### config.mk
export PLATFORM = sky130hd
export DESIGN_NAME = mem_ctrl_flat
export DESIGN_NICKNAME = d
export VERILOG_FILES = /design/src/rtl/mem_ctrl_if.sv /design/src/rtl/mem_ctrl.sv /design/src/flat_wrapper.sv
export SDC_FILE = /design/constraint.sdc
export NUM_CORES = 1
export LEC_CHECK = 0
export CORE_AREA = 5 5 100 102
export DETAILED_ROUTE_END_ITERATION = 16
export DIE_AREA = 0 0 105 107
export MAX_ROUTING_LAYER = met4
export PLACE_DENSITY = 0.8
export SLEW_MARGIN = 20
export SYNTH_ARGS = -nofsm -noshare
export SYNTH_HDL_FRONTEND = slang
export SYNTH_SLANG_ARGS = --single-unit
### constraint.sdc
create_clock -name clk -period 3.2 [get_ports clk]
set_clock_uncertainty 0.15 [all_clocks]
set_input_delay 0.96 -clock clk [delete_from_list [all_inputs] [get_ports clk]]
set_output_delay 0.96 -clock clk [all_outputs]
set_load 0.05 [all_outputs]
### src/rtl/mem_ctrl_if.sv
// Cache/RAM-side bus of the byte-wide memory controller.
// The slave modport is the controller's view; master is the caches/RAM side.
interface mem_ctrl_if #(
  parameter int ADDR_WIDTH = 18,
  parameter int LINE_BYTES = 4
);
  logic                    dc_get_en;
  logic                    dc_write_mode;
  logic [ADDR_WIDTH-1:0]   dc_addr;
  logic [7:0]              dc_data;
  logic                    dc_out_en;
  logic [7:0]              dc_content;
  logic                    io_buffer_full;
  logic                    ic_req;
  logic [ADDR_WIDTH-1:0]   ic_addr;
  logic                    ic_done;
  logic [8*LINE_BYTES-1:0] ic_data;
  logic [7:0]              mem_din;
  logic [7:0]              mem_dout;
  logic [ADDR_WIDTH-1:0]   mem_a;
  logic                    mem_wr;

  modport slave (
    input  dc_get_en, dc_write_mode, dc_addr, dc_data, io_buffer_full,
    input  ic_req, ic_addr, mem_din,
    output dc_out_en, dc_content, ic_done, ic_data, mem_dout, mem_a, mem_wr
  );

  modport master (
    output dc_get_en, dc_write_mode, dc_addr, dc_data, io_buffer_full,
    output ic_req, ic_addr, mem_din,
    input  dc_out_en, dc_content, ic_done, ic_data, mem_dout, mem_a, mem_wr
  );
endinterface

### src/rtl/mem_ctrl.sv
// Byte-wide RAM arbiter: dcache bytes take priority over icache line fetches,
// one grant per cycle, completion reported one cycle after issue.
module mem_ctrl #(
  parameter int ADDR_WIDTH = 18,
  parameter int LINE_BYTES = 4
) (
  input  logic       clk,
  input  logic       rst,
  mem_ctrl_if.slave  bus
);
  localparam int LW = 8 * LINE_BYTES;

  localparam logic [1:0] S_IDLE  = 2'd0;
  localparam logic [1:0] S_FETCH = 2'd1;
  localparam logic [1:0] S_DONE  = 2'd2;

  logic [1:0]            r_state;
  logic [ADDR_WIDTH-3:0] r_line_hi;
  logic [2:0]            r_issue_cnt;
  logic [2:0]            r_recv_cnt;
  logic                  r_pend_d;
  logic                  r_pend_i;
  logic [1:0]            r_pend_idx;
  logic [LW-1:0]         r_buf;
  logic [LW-1:0]         r_ic_data;

  logic                  w_dc_io_wr;
  logic                  w_dc_grant;
  logic                  w_ic_grant;
  logic                  w_last_byte;
  logic [LW-1:0]         w_line_next;

  // Grants are suppressed while rst is low so the bus reads idle during reset.
  assign w_dc_io_wr  = bus.dc_write_mode && (bus.dc_addr[ADDR_WIDTH-1 -: 2] == 2'b11);
  assign w_dc_grant  = rst && bus.dc_get_en && !(w_dc_io_wr && bus.io_buffer_full);
  assign w_ic_grant  = rst && !w_dc_grant && (r_state == S_FETCH) && (r_issue_cnt < 3'd4);
  assign w_last_byte = r_pend_i && (r_recv_cnt == 3'd3);

  always_comb begin
    bus.mem_a    = '0;
    bus.mem_wr   = 1'b0;
    bus.mem_dout = '0;
    if (w_dc_grant) begin
      bus.mem_a    = bus.dc_addr;
      bus.mem_wr   = bus.dc_write_mode;
      bus.mem_dout = bus.dc_data;
    end else if (w_ic_grant) begin
      bus.mem_a    = {r_line_hi, r_issue_cnt[1:0]};
    end
  end

  // Buffer image including the byte arriving this cycle, so the final byte
  // lands in ic_data on the same edge that enters DONE.
  always_comb begin
    w_line_next = r_buf;
    if (r_pend_i) begin
      w_line_next[{r_pend_idx, 3'b000} +: 8] = bus.mem_din;
    end
  end

  always_ff @(posedge clk) begin
    if (!rst) begin
      r_state     <= S_IDLE;
      r_line_hi   <= '0;
      r_issue_cnt <= '0;
      r_recv_cnt  <= '0;
      r_pend_d    <= 1'b0;
      r_pend_i    <= 1'b0;
      r_pend_idx  <= '0;
      r_buf       <= '0;
      r_ic_data   <= '0;
    end else begin
      r_pend_d   <= w_dc_grant;
      r_pend_i   <= w_ic_grant;
      r_pend_idx <= r_issue_cnt[1:0];
      if (w_ic_grant) begin
        r_issue_cnt <= r_issue_cnt + 3'd1;
      end
      if (r_pend_i) begin
        r_buf <= w_line_next;
        if (r_recv_cnt < 3'd4) begin
          r_recv_cnt <= r_recv_cnt + 3'd1;
        end
      end
      case (r_state)
        S_IDLE: begin
          if (bus.ic_req) begin
            r_line_hi   <= bus.ic_addr[ADDR_WIDTH-1:2];
            r_issue_cnt <= '0;
            r_recv_cnt  <= '0;
            r_state     <= S_FETCH;
          end
        end
        S_FETCH: begin
          if (w_last_byte) begin
            r_ic_data <= w_line_next;
            r_state   <= S_DONE;
          end
        end
        S_DONE:  r_state <= S_IDLE;
        default: r_state <= S_IDLE;
      endcase
    end
  end

  assign bus.dc_out_en  = r_pend_d;
  assign bus.dc_content = bus.mem_din;
  assign bus.ic_done    = (r_state == S_DONE);
  assign bus.ic_data    = r_ic_data;
endmodule

### src/flat_wrapper.sv
// flat-port wrapper written by rule: the top's interface ports become plain ports
module mem_ctrl_flat 
#(
  parameter int ADDR_WIDTH = 18,
  parameter int LINE_BYTES = 4
)
  (clk, rst, bus_dc_get_en, bus_dc_write_mode, bus_dc_addr, bus_dc_data, bus_io_buffer_full, bus_ic_req, bus_ic_addr, bus_mem_din, bus_dc_out_en, bus_dc_content, bus_ic_done, bus_ic_data, bus_mem_dout, bus_mem_a, bus_mem_wr);
  mem_ctrl_if #(.ADDR_WIDTH(ADDR_WIDTH), .LINE_BYTES(LINE_BYTES)) bus_i ();
  input  logic clk;
  input  logic rst;
  input wire logic [$bits(bus_i.dc_get_en)-1:0] bus_dc_get_en;
  input wire logic [$bits(bus_i.dc_write_mode)-1:0] bus_dc_write_mode;
  input wire logic [$bits(bus_i.dc_addr)-1:0] bus_dc_addr;
  input wire logic [$bits(bus_i.dc_data)-1:0] bus_dc_data;
  input wire logic [$bits(bus_i.io_buffer_full)-1:0] bus_io_buffer_full;
  input wire logic [$bits(bus_i.ic_req)-1:0] bus_ic_req;
  input wire logic [$bits(bus_i.ic_addr)-1:0] bus_ic_addr;
  input wire logic [$bits(bus_i.mem_din)-1:0] bus_mem_din;
  output wire logic [$bits(bus_i.dc_out_en)-1:0] bus_dc_out_en;
  output wire logic [$bits(bus_i.dc_content)-1:0] bus_dc_content;
  output wire logic [$bits(bus_i.ic_done)-1:0] bus_ic_done;
  output wire logic [$bits(bus_i.ic_data)-1:0] bus_ic_data;
  output wire logic [$bits(bus_i.mem_dout)-1:0] bus_mem_dout;
  output wire logic [$bits(bus_i.mem_a)-1:0] bus_mem_a;
  output wire logic [$bits(bus_i.mem_wr)-1:0] bus_mem_wr;
  assign bus_i.dc_get_en = bus_dc_get_en;
  assign bus_i.dc_write_mode = bus_dc_write_mode;
  assign bus_i.dc_addr = bus_dc_addr;
  assign bus_i.dc_data = bus_dc_data;
  assign bus_i.io_buffer_full = bus_io_buffer_full;
  assign bus_i.ic_req = bus_ic_req;
  assign bus_i.ic_addr = bus_ic_addr;
  assign bus_i.mem_din = bus_mem_din;
  assign bus_dc_out_en = bus_i.dc_out_en;
  assign bus_dc_content = bus_i.dc_content;
  assign bus_ic_done = bus_i.ic_done;
  assign bus_ic_data = bus_i.ic_data;
  assign bus_mem_dout = bus_i.mem_dout;
  assign bus_mem_a = bus_i.mem_a;
  assign bus_mem_wr = bus_i.mem_wr;
  mem_ctrl #(.ADDR_WIDTH(ADDR_WIDTH), .LINE_BYTES(LINE_BYTES)) u_core (.clk(clk), .rst(rst), .bus(bus_i));
endmodule
**After elaboration in Yosys (flattened, before gate mapping)**

Index checks and enable logic that the tools add are counted.

- Flip-flop bits (word level): 92
- Bits of input ports: 58
- Output and inout port bits: 69
- Logic and storage cells: 52

- Add/subtract/negate cells: 3
- Magnitude comparators: 2
- Equal/unequal tests: 6
- Shift operators: 2
- Muxes and demuxes: 16
- Reductions and logical operators: 14

Operator list:

| operator | number |
|---|---|
| 2-to-1 mux 18 bit | 2 |
| bitwise mux 32 bit | 1 |
| 2-to-1 mux 32 bit | 1 |
| variable shift 8 x 7 -> 32 bit (first input constant) | 1 |
| indexed part select 8 x 7 -> 32 bit | 1 |
| 2-to-1 mux 3 bit | 7 |
| logical AND 1 bit | 8 |
| 2-to-1 mux 8 bit | 1 |
| negation 5 -> 7 bit | 1 |
| adder 3 x 1 -> 3 bit (second input constant) | 2 |
| less-than comparator 3 bit (second input constant) | 2 |
| AND reduction 2 bit | 3 |
| == test 2 bit (second input constant) | 2 |
| 2-to-1 mux 2 bit | 2 |
| one-hot mux 2 bit (2 select lines) | 1 |
| == test 3 x 2 -> 1 bit (second input constant) | 1 |
| == test 2 x 1 -> 1 bit (second input constant) | 1 |
| zero test 1 bit | 2 |
| zero test 2 bit | 1 |
| != test 2 x 1 -> 1 bit (second input constant) | 1 |
| != test 2 bit (second input constant) | 1 |
| 2-to-1 mux 1 bit | 1 |

**Longest topological paths before layout**

Gate-level depths: netlist (run 1).

- Depth in word-level cells: 12
- Mapped depth: 7
- Gate-level depth less buffers: 5

**Least setup slack after synthesis (run 1)**

No wires, ideal clock.

- Path kind: input to output
- Start point: input port rst
- End point: output port bus_mem_a[10]
- Arrival time: 2.780 ns
- Required time: 2.090 ns
- Slack: -0.690 ns
- Stages on the path: 6
- Cell sequence: buf_4 > and2_1 > and2_1 > buf_2 > buf_2 > o21ai_0

- Longest elaborated chain between the ends: 8

Ends and longest elaborated chain:

| what | line | RTL |
|---|---|---|
| start: declaration | flat_wrapper.sv:10 | `input logic rst;` |
| logical AND 1 bit (2 in a row) | mem_ctrl.sv:35 | `assign w_dc_grant = rst && bus.dc_get_en && !(w_dc_io_wr && bus.io_buffer_full);` |
| zero test 1 bit | mem_ctrl.sv:36 | `assign w_ic_grant = rst && !w_dc_grant && (r_state == S_FETCH) && (r_issue_cnt < 3'd4);` |
| logical AND 1 bit (3 in a row) | mem_ctrl.sv:36 |  |
| 2-to-1 mux 18 bit | mem_ctrl.sv:47 | `end else if (w_ic_grant) begin` |
| 2-to-1 mux 18 bit (*) | mem_ctrl.sv:43 | `if (w_dc_grant) begin` |
| end: declaration | flat_wrapper.sv:24 | `output wire logic [$bits(bus_i.mem_a)-1:0] bus_mem_a;` |

Mark *: on every way between the ends. The rest lies on a longest branch, timed or not.

**Final worst setup path (run 1)**

- Start point: input port bus_io_buffer_full
- End point: output port bus_mem_a[4]

- Longest elaborated chain between the ends: 9

Ends and longest elaborated chain:

| what | line | RTL |
|---|---|---|
| start: declaration | flat_wrapper.sv:15 | `input wire logic [$bits(bus_i.io_buffer_full)-1:0] bus_io_buffer_full;` |
| logical AND 1 bit (*) | mem_ctrl.sv:35 |  |
| zero test 1 bit (*) | mem_ctrl.sv:35 |  |
| logical AND 1 bit (*) | mem_ctrl.sv:35 |  |
| zero test 1 bit | mem_ctrl.sv:36 |  |
| logical AND 1 bit (3 in a row) | mem_ctrl.sv:36 |  |
| 2-to-1 mux 18 bit | mem_ctrl.sv:47 |  |
| 2-to-1 mux 18 bit (*) | mem_ctrl.sv:43 |  |

Marked as above.

==> impl_metrics.yaml, run 1 <==
run_status:
  status: "finished, violations left"
  failed_checks: "setup timing"
place:
  pre_cts_ws_ns: -0.254
  dp_hpwl_mm: 8.11
  globalplace.congestion: 0.866
  dp.cells: 659
  io_buffers: 124
route:
  drt_iter0_drc: 268
  num_vias: 3823
  drcViolationCount: 0
  drt_wl_total_mm: 12.0
  drtAntennaViolNets: 0
  wl_per_cell_microns: 17.6
  firstDrtPassIters: 4
  viasPerCell: 5.61
synth:
  syn_nets: 517
  yosysUniqueCellTypes: 36
  synth_seq_cells: 92
  syn-cell-area_sq_mm: 0.00408
  yosysTopAreaCell: "dfxtp_1"
  yosysWarnings: 0
  yosysSeqAreaShare_pct: 45.2
  syn_inst: 452
  avgSynthCellArea_sq_um: 9.02
  ys_top_cells_by_area: "dfxtp_1 (45%), a211oi_2 (9.2%), a21oi_1 (6.0%)"
  synth_top_area_share_pct: 45.2
global_route:
  grt_max_degree: 38
  antenna_found_initial: 0
  grt_pass1_wl_mm: 19.3
  grt-ovfl-total: 0
  grt.total_usage_pct: 21.3
  grt_pass1_vias: 3815
clock_tree:
  cts.sinks: 92
  path_clk_slew_ns: 0.09
  cts_tree: "built"
  clock-root-buffer: "clkbuf_8"
  cts_buffer_depth: 2
  htreeDepth: 3
  clk_latency_ns: 0.36
  numCtsBuffers: 9
floorplanning:
  die_height_microns: 107
  die_x_microns: 105
  ios: 127
  die-area_sq_mm: 0.0112
  rows: 35
  core_sq_mm: 0.00902
  initial_core_util_pct: 45.2
worst_hold_path:
  holdCritPathClass: "register to register"
power:
  power.total_mw: 2.45
  ir_worst_vdd_v: 0.000277
  p_per_area_mw_per_mm2: 406
  leakage_nw: 2.28
critical_path:
  critical_path_class: "input port to primary output"
  required_ns: 2.09
  critical-path-max-stage-delay_ns: 0.22
  cp_cell_sequence: "dlygate4sd2_1 -> nand4_1 -> and2_4 -> buf_4 -> buf_12 -> o21ai_2 -> buf_6"
  cp_slowest_cell: "and2_4"
  worstPathMaxFanout: 5
  critPathLaunchType: "input port"
  arrival_ns: 2.13
  endpoint_kind: "primary output"
timing:
  setup_slack_ns: -0.0351
  setup_viol: 8
  tightest_slew_ns: 0.594
  timing.final.hold_violations: 0
  max_freq_mhz: 309
  fin_crit_sh_pct: 101
  slew_viol_final: 0
  slew_headroom_pct: 60.4
  period_needed_ns: 3.24
  whs_ns: 0.314
final_layout:
  fin_cells: 681
  area_growth_syn_to_layout_pct: 48.4
  antennaDiodeCount: 0
  num-fill-cells: 683
  final_util_pct: 67.1
  final_nets: 630
  drive_above_1_share_pct: 24.2
job:
  max-cap-violations: 0
==> stage by stage <==
step | area (sq um) | setup TNS [ns]
5_1_grt | 6050 | -0.342
3_5_place_dp | 5590 | -5.98
2_1_floorplan | 4150 | -2.33
3_3_place_gp | 5590 | -5.59
4_1_cts | 6030 | 0
6_report | 6050 | -0.0972
==> placed cells by master (no fill, tap or decap), types with 3 or more instances in the layout <==
cell type	instances
ha_1	7
inv_6	3
clkbuf_8	9
nand3_1	19
buf_6	8
o21ai_4	12
o21ai_2	6
a32oi_1	15
and3_1	25
a211oi_2	30
buf_12	23
nor2_1	37
nor2b_1	4
a21oi_1	49
buf_4	27
dfxtp_1	92
and2_1	9
and2_4	3
clkdlybuf4s50_1	82
a22oi_1	17
nand2_1	55
==> state kept, by name (all words and copies together), names as in the netlist <==
register,count
u_core.r_buf,32
u_core.r_issue_cnt,3
u_core.r_pend_i,1
u_core.r_line_hi,16
u_core.bus.ic_data,32
u_core.r_state,2
u_core.bus.dc_out_en,1
u_core.r_recv_cnt,3
u_core.r_pend_idx,2
==> synthesized netlist by cell type (all sizes together) <==
| master | n |
|---|---|
| o21ai | 18 |
| mux2i | 2 |
| or3 | 1 |
| and3 | 27 |
| a22oi | 17 |
| xnor2 | 1 |
| and2 | 12 |
| nor2b | 4 |
| clkinv | 1 |
| nand4 | 1 |
| clkbuf | 19 |
| nand3 | 19 |
| nor3b | 2 |
| and3b | 1 |
| a211oi | 32 |
| buf | 29 |
| dfxtp | 92 |
| mux2 | 1 |
| a32o | 1 |
| a32oi | 15 |
| inv | 3 |
| nor2 | 37 |
| nor4 | 1 |
| ha | 7 |
| and4b | 2 |
| or3b | 1 |
| a21oi | 49 |
| a21boi | 1 |
| and4bb | 1 |
| nand2 | 55 |
==> final timing paths <==
path	startpoint	endpoint	slack (ns)	cells after the start
setup / recovery	bus_io_buffer_full	bus_mem_a[4]	-0.04	7
hold / removal	u_core.r_line_hi[3]	u_core.r_line_hi[3]	0.31	2
setup reg to reg	u_core.r_pend_idx[0]	u_core.bus.ic_data[17]	0.86	5
hold reg to reg	u_core.r_line_hi[3]	u_core.r_line_hi[3]	0.31	2
==> final cells by class <==
cell class / count / area (sq um) / area share [%]
repair buffers: 150 / 1720 / 28.4
multi-input cells: 308 / 2110 / 34.9
clock buffers: 10 / 128 / 2.11
flip-flops and latches: 92 / 1840 / 30.4
inverters: 4 / 15.0 / 0.248
clock inverters: 6 / 95.1 / 1.57
well taps: 111 / 139 / 2.30
==> report_power, final <==
group / internal [mW] / switching (mW)
clock: 0.450 / 0.424
sequential: 1.16 / 0.0129
combinational: 0.190 / 0.215
==> per-layer routing <==
metal  global-route usage (%)  up-vias  share of wire [%]
met5                        -        -                  0
met4                     6.76        0                1.8
met3                     4.15       20                6.6
met2                     36.9      153                 49
met1                     25.0     1822                 43
li1                         -     1828                  -
==> cells by family (layout without fill, tap and decap cells) <==
kind of cell | after synthesis | in the layout | synth area share (%)
AND/OR/NAND/NOR | 164 | 164 | 19.8
AO/OA/AOI/OAI | 133 | 133 | 24.9
flip-flops | 92 | 92 | 45.2
buffers and inverters | 52 | 170 | 7.06
adder cells (fa/ha/maj) | 7 | 7 | 2.15
multiplexers | 3 | 3 | 0.767
XOR/XNOR | 1 | 1 | 0.215
==> worst max-delay path, delay by kind of cell <==
kind | cells | cell delay, ns
buffers and inverters | 4 | 0.65
AND/OR/NAND/NOR | 2 | 0.36
AO/OA/AOI/OAI | 1 | 0.16
==> what timing repair did <==
action,in CTS,in global routing
endpoints found under the setup margin,27,26
hold buffers,0,0
buffers inserted,2,1
pin swaps,10,4
gates resized for setup,38,7
endpoints found under the hold margin,0,0
gates cloned,3,0
(Power assumes the default switching activity.)
==> run 2: changes to the inputs <==
--- a/config.mk
+++ b/config.mk
@@ -5,9 +5,11 @@
 export SDC_FILE = /design/constraint.sdc
 export NUM_CORES = 1
 export LEC_CHECK = 0
-export CORE_AREA = 5 5 100 102
+export CELL_PAD_IN_SITES_DETAIL_PLACEMENT = 1
+export CELL_PAD_IN_SITES_GLOBAL_PLACEMENT = 2
+export CORE_AREA = 5 5 129 131
 export DETAILED_ROUTE_END_ITERATION = 16
-export DIE_AREA = 0 0 105 107
+export DIE_AREA = 0 0 134 136
 export MAX_ROUTING_LAYER = met4
 export PLACE_DENSITY = 0.8
 export SLEW_MARGIN = 20
==> run 2 against run 1 <==
Net effect: the run now ends clean; clock-buffer cell count decreased by 1; total power increased by 13%; non-clock buffer count decreased by 2; final area increased by 3.5%; via count decreased by 1.6%; setup slack improved by 0.096 ns; critical path depth decreased by 1; sequential power about the same; clock power increased by 37%; die area increased by 62%; maximum frequency increased by 3.1%; routed wire length increased by 13%; highest routed layer unchanged.
==> impl_metrics.yaml, run 2 (synthesized netlist as in run 1, its figures left out) <==
job:
  max-cap-violations: 0
power:
  p_per_area_mw_per_mm2: 443
  ir_worst_vdd_v: 0.000223
  leakage_nw: 2.33
timing:
  tightest_slew_ns: 0.624
  max_freq_mhz: 319
  slew_headroom_pct: 58.4
  slew_viol_final: 0
  fin_crit_sh_pct: 98.1
  period_needed_ns: 3.14
  rsz0062_at_grt: "no"
  setup_viol: 0
  setup_slack_ns: 0.0611
  fin_setup_tns_ns: 0
  timing.final.hold_violations: 0
final_layout:
  antennaDiodeCount: 0
  drive_above_1_share_pct: 24.3
  area_growth_syn_to_layout_pct: 53.7
  mostFrequentLayoutCells: "dfxtp_1 (92), clkdlybuf4s50_1 (82), nand2_1 (55), a21oi_1 (49), nor2_1 (37)"
  final_nets: 628
  final_common_cell: "dfxtp_1"
global_route:
  grt.met3_usage_pct: 3.29
  use_met2_pct: 26.2
  grt.total_usage_pct: 15.3
  grt.busiest_layer: "met2"
  grt_use_met1_pct: 17.8
  grt_pass1_vias: 4081
  grt_max_degree: 44
  grt-ovfl-total: 0
  grt_pass1_wl_mm: 21.6
  antenna_found_initial: 0
route:
  viasPerCell: 4.95
  drt_wl_total_mm: 13.5
  wl_per_cell_microns: 17.8
  drt_iter0_drc: 144
  drcViolationCount: 0
  num_vias: 3761
  drtAntennaViolNets: 0
  firstDrtPassIters: 4
place:
  dp_hpwl_mm: 9.47
  io_buffers: 124
  pre_cts_ws_ns: -0.303
  globalplace.congestion: 0.770
floorplanning:
  ios: 127
  die_height_microns: 136
  die-area_sq_mm: 0.0182
  die_x_microns: 134
  core_sq_mm: 0.0155
  rows: 46
  initial_core_util_pct: 26.3
worst_hold_path:
  min_path_cells: 2
  holdCritPathClass: "register to register"
clock_tree:
  cts_tree: "built"
  clock-root-buffer: "clkbuf_16"
  numCtsBuffers: 9
  clk_latency_ns: 0.35
  cts_buffer_depth: 2
  holdBufCountCts: 0
  path_clk_slew_ns: 0.07
  cts.sinks: 92
  htreeDepth: 3
critical_path:
  critical_path_class: "input port to primary output"
  endpoint_kind: "primary output"
  ff2ff_path_depth: 5
  critPathLaunchType: "input port"
  arrival_ns: 2.03
  worstPathMaxFanout: 5
  required_ns: 2.09
run_status:
  status: "complete, no violations"
run 2: changes by cell type in the layout (fill, tap and decap cells not counted), moves of 2 or more:
cell and delta:
clkbuf_16 +9, clkbuf_8 -9, buf_4 -6, buf_6 +4, dlygate4sd2_1 +4, nand3_1 -3
nand3_2 +3, clkbuf_2 -2, clkdlybuf4s15_1 -2, o21ai_2 +2, o21ai_4 -2
run 2: final timing paths:
check	slack, ns	start	to
max	0.06	bus_dc_get_en	bus_mem_a[11]
min	0.31	u_core.r_line_hi[13]	u_core.r_line_hi[13]
max reg2reg	0.82	u_core.r_pend_idx[0]	u_core.bus.ic_data[17]
min reg2reg	0.31	u_core.r_line_hi[13]	u_core.r_line_hi[13]
run 2: where the power goes:
part,internal (mW),switching [mW],total [mW]
registers,1.16,0.0134,1.18
logic,0.188,0.216,0.404
clock network,0.699,0.497,1.20
run 2: cell type report:
class | count | area (sq um)
clock buffer | 9 | 225
inverter | 4 | 15.0
timing repair buffer | 148 | 1730
fill | 1730 | 9220
tap | 192 | 240
sequential | 92 | 1840
clock inverter | 7 | 105
multi-input combinational | 308 | 2110
run 2: critical path: stages:
cell and delay, ns:
dlygate4sd2_1 0.23, and2_4 0.14, and2_4 0.21, buf_16 0.16, o21ai_4 0.17, buf_12 0.15
run 2: through the flow:
step           instances  power (mW)  hold WS [ns]  instance area, sq um  util [%]
6_report             760        2.78         0.309                  6260      40.5
5_1_grt              760        2.88         0.322                  6260      40.5
4_1_cts              761        2.81         0.312                  6270      40.5
3_5_place_dp         740        1.58         0.301                  5700      36.8
3_3_place_gp         740        1.57         0.294                  5700      36.8
2_1_floorplan        452        1.39         0.287                  4150         -
run 2: repair_timing:
action | in CTS | in global routing
pin swaps | 12 | 1
gates cloned | 3 | 0
gates resized for setup | 46 | 1
hold endpoints to repair | 0 | 0
endpoints found under the setup margin | 27 | 3
setup buffers | 2 | 0
run 2: metal layers:
| metal | up-vias | part of all wire, % |
|---|---|---|
| met2 | 119 | 48 |
| met3 | 15 | 5.3 |
| met1 | 1795 | 45 |
| met5 | - | 0 |
| li1 | 1832 | - |
| met4 | 0 | 1.6 |
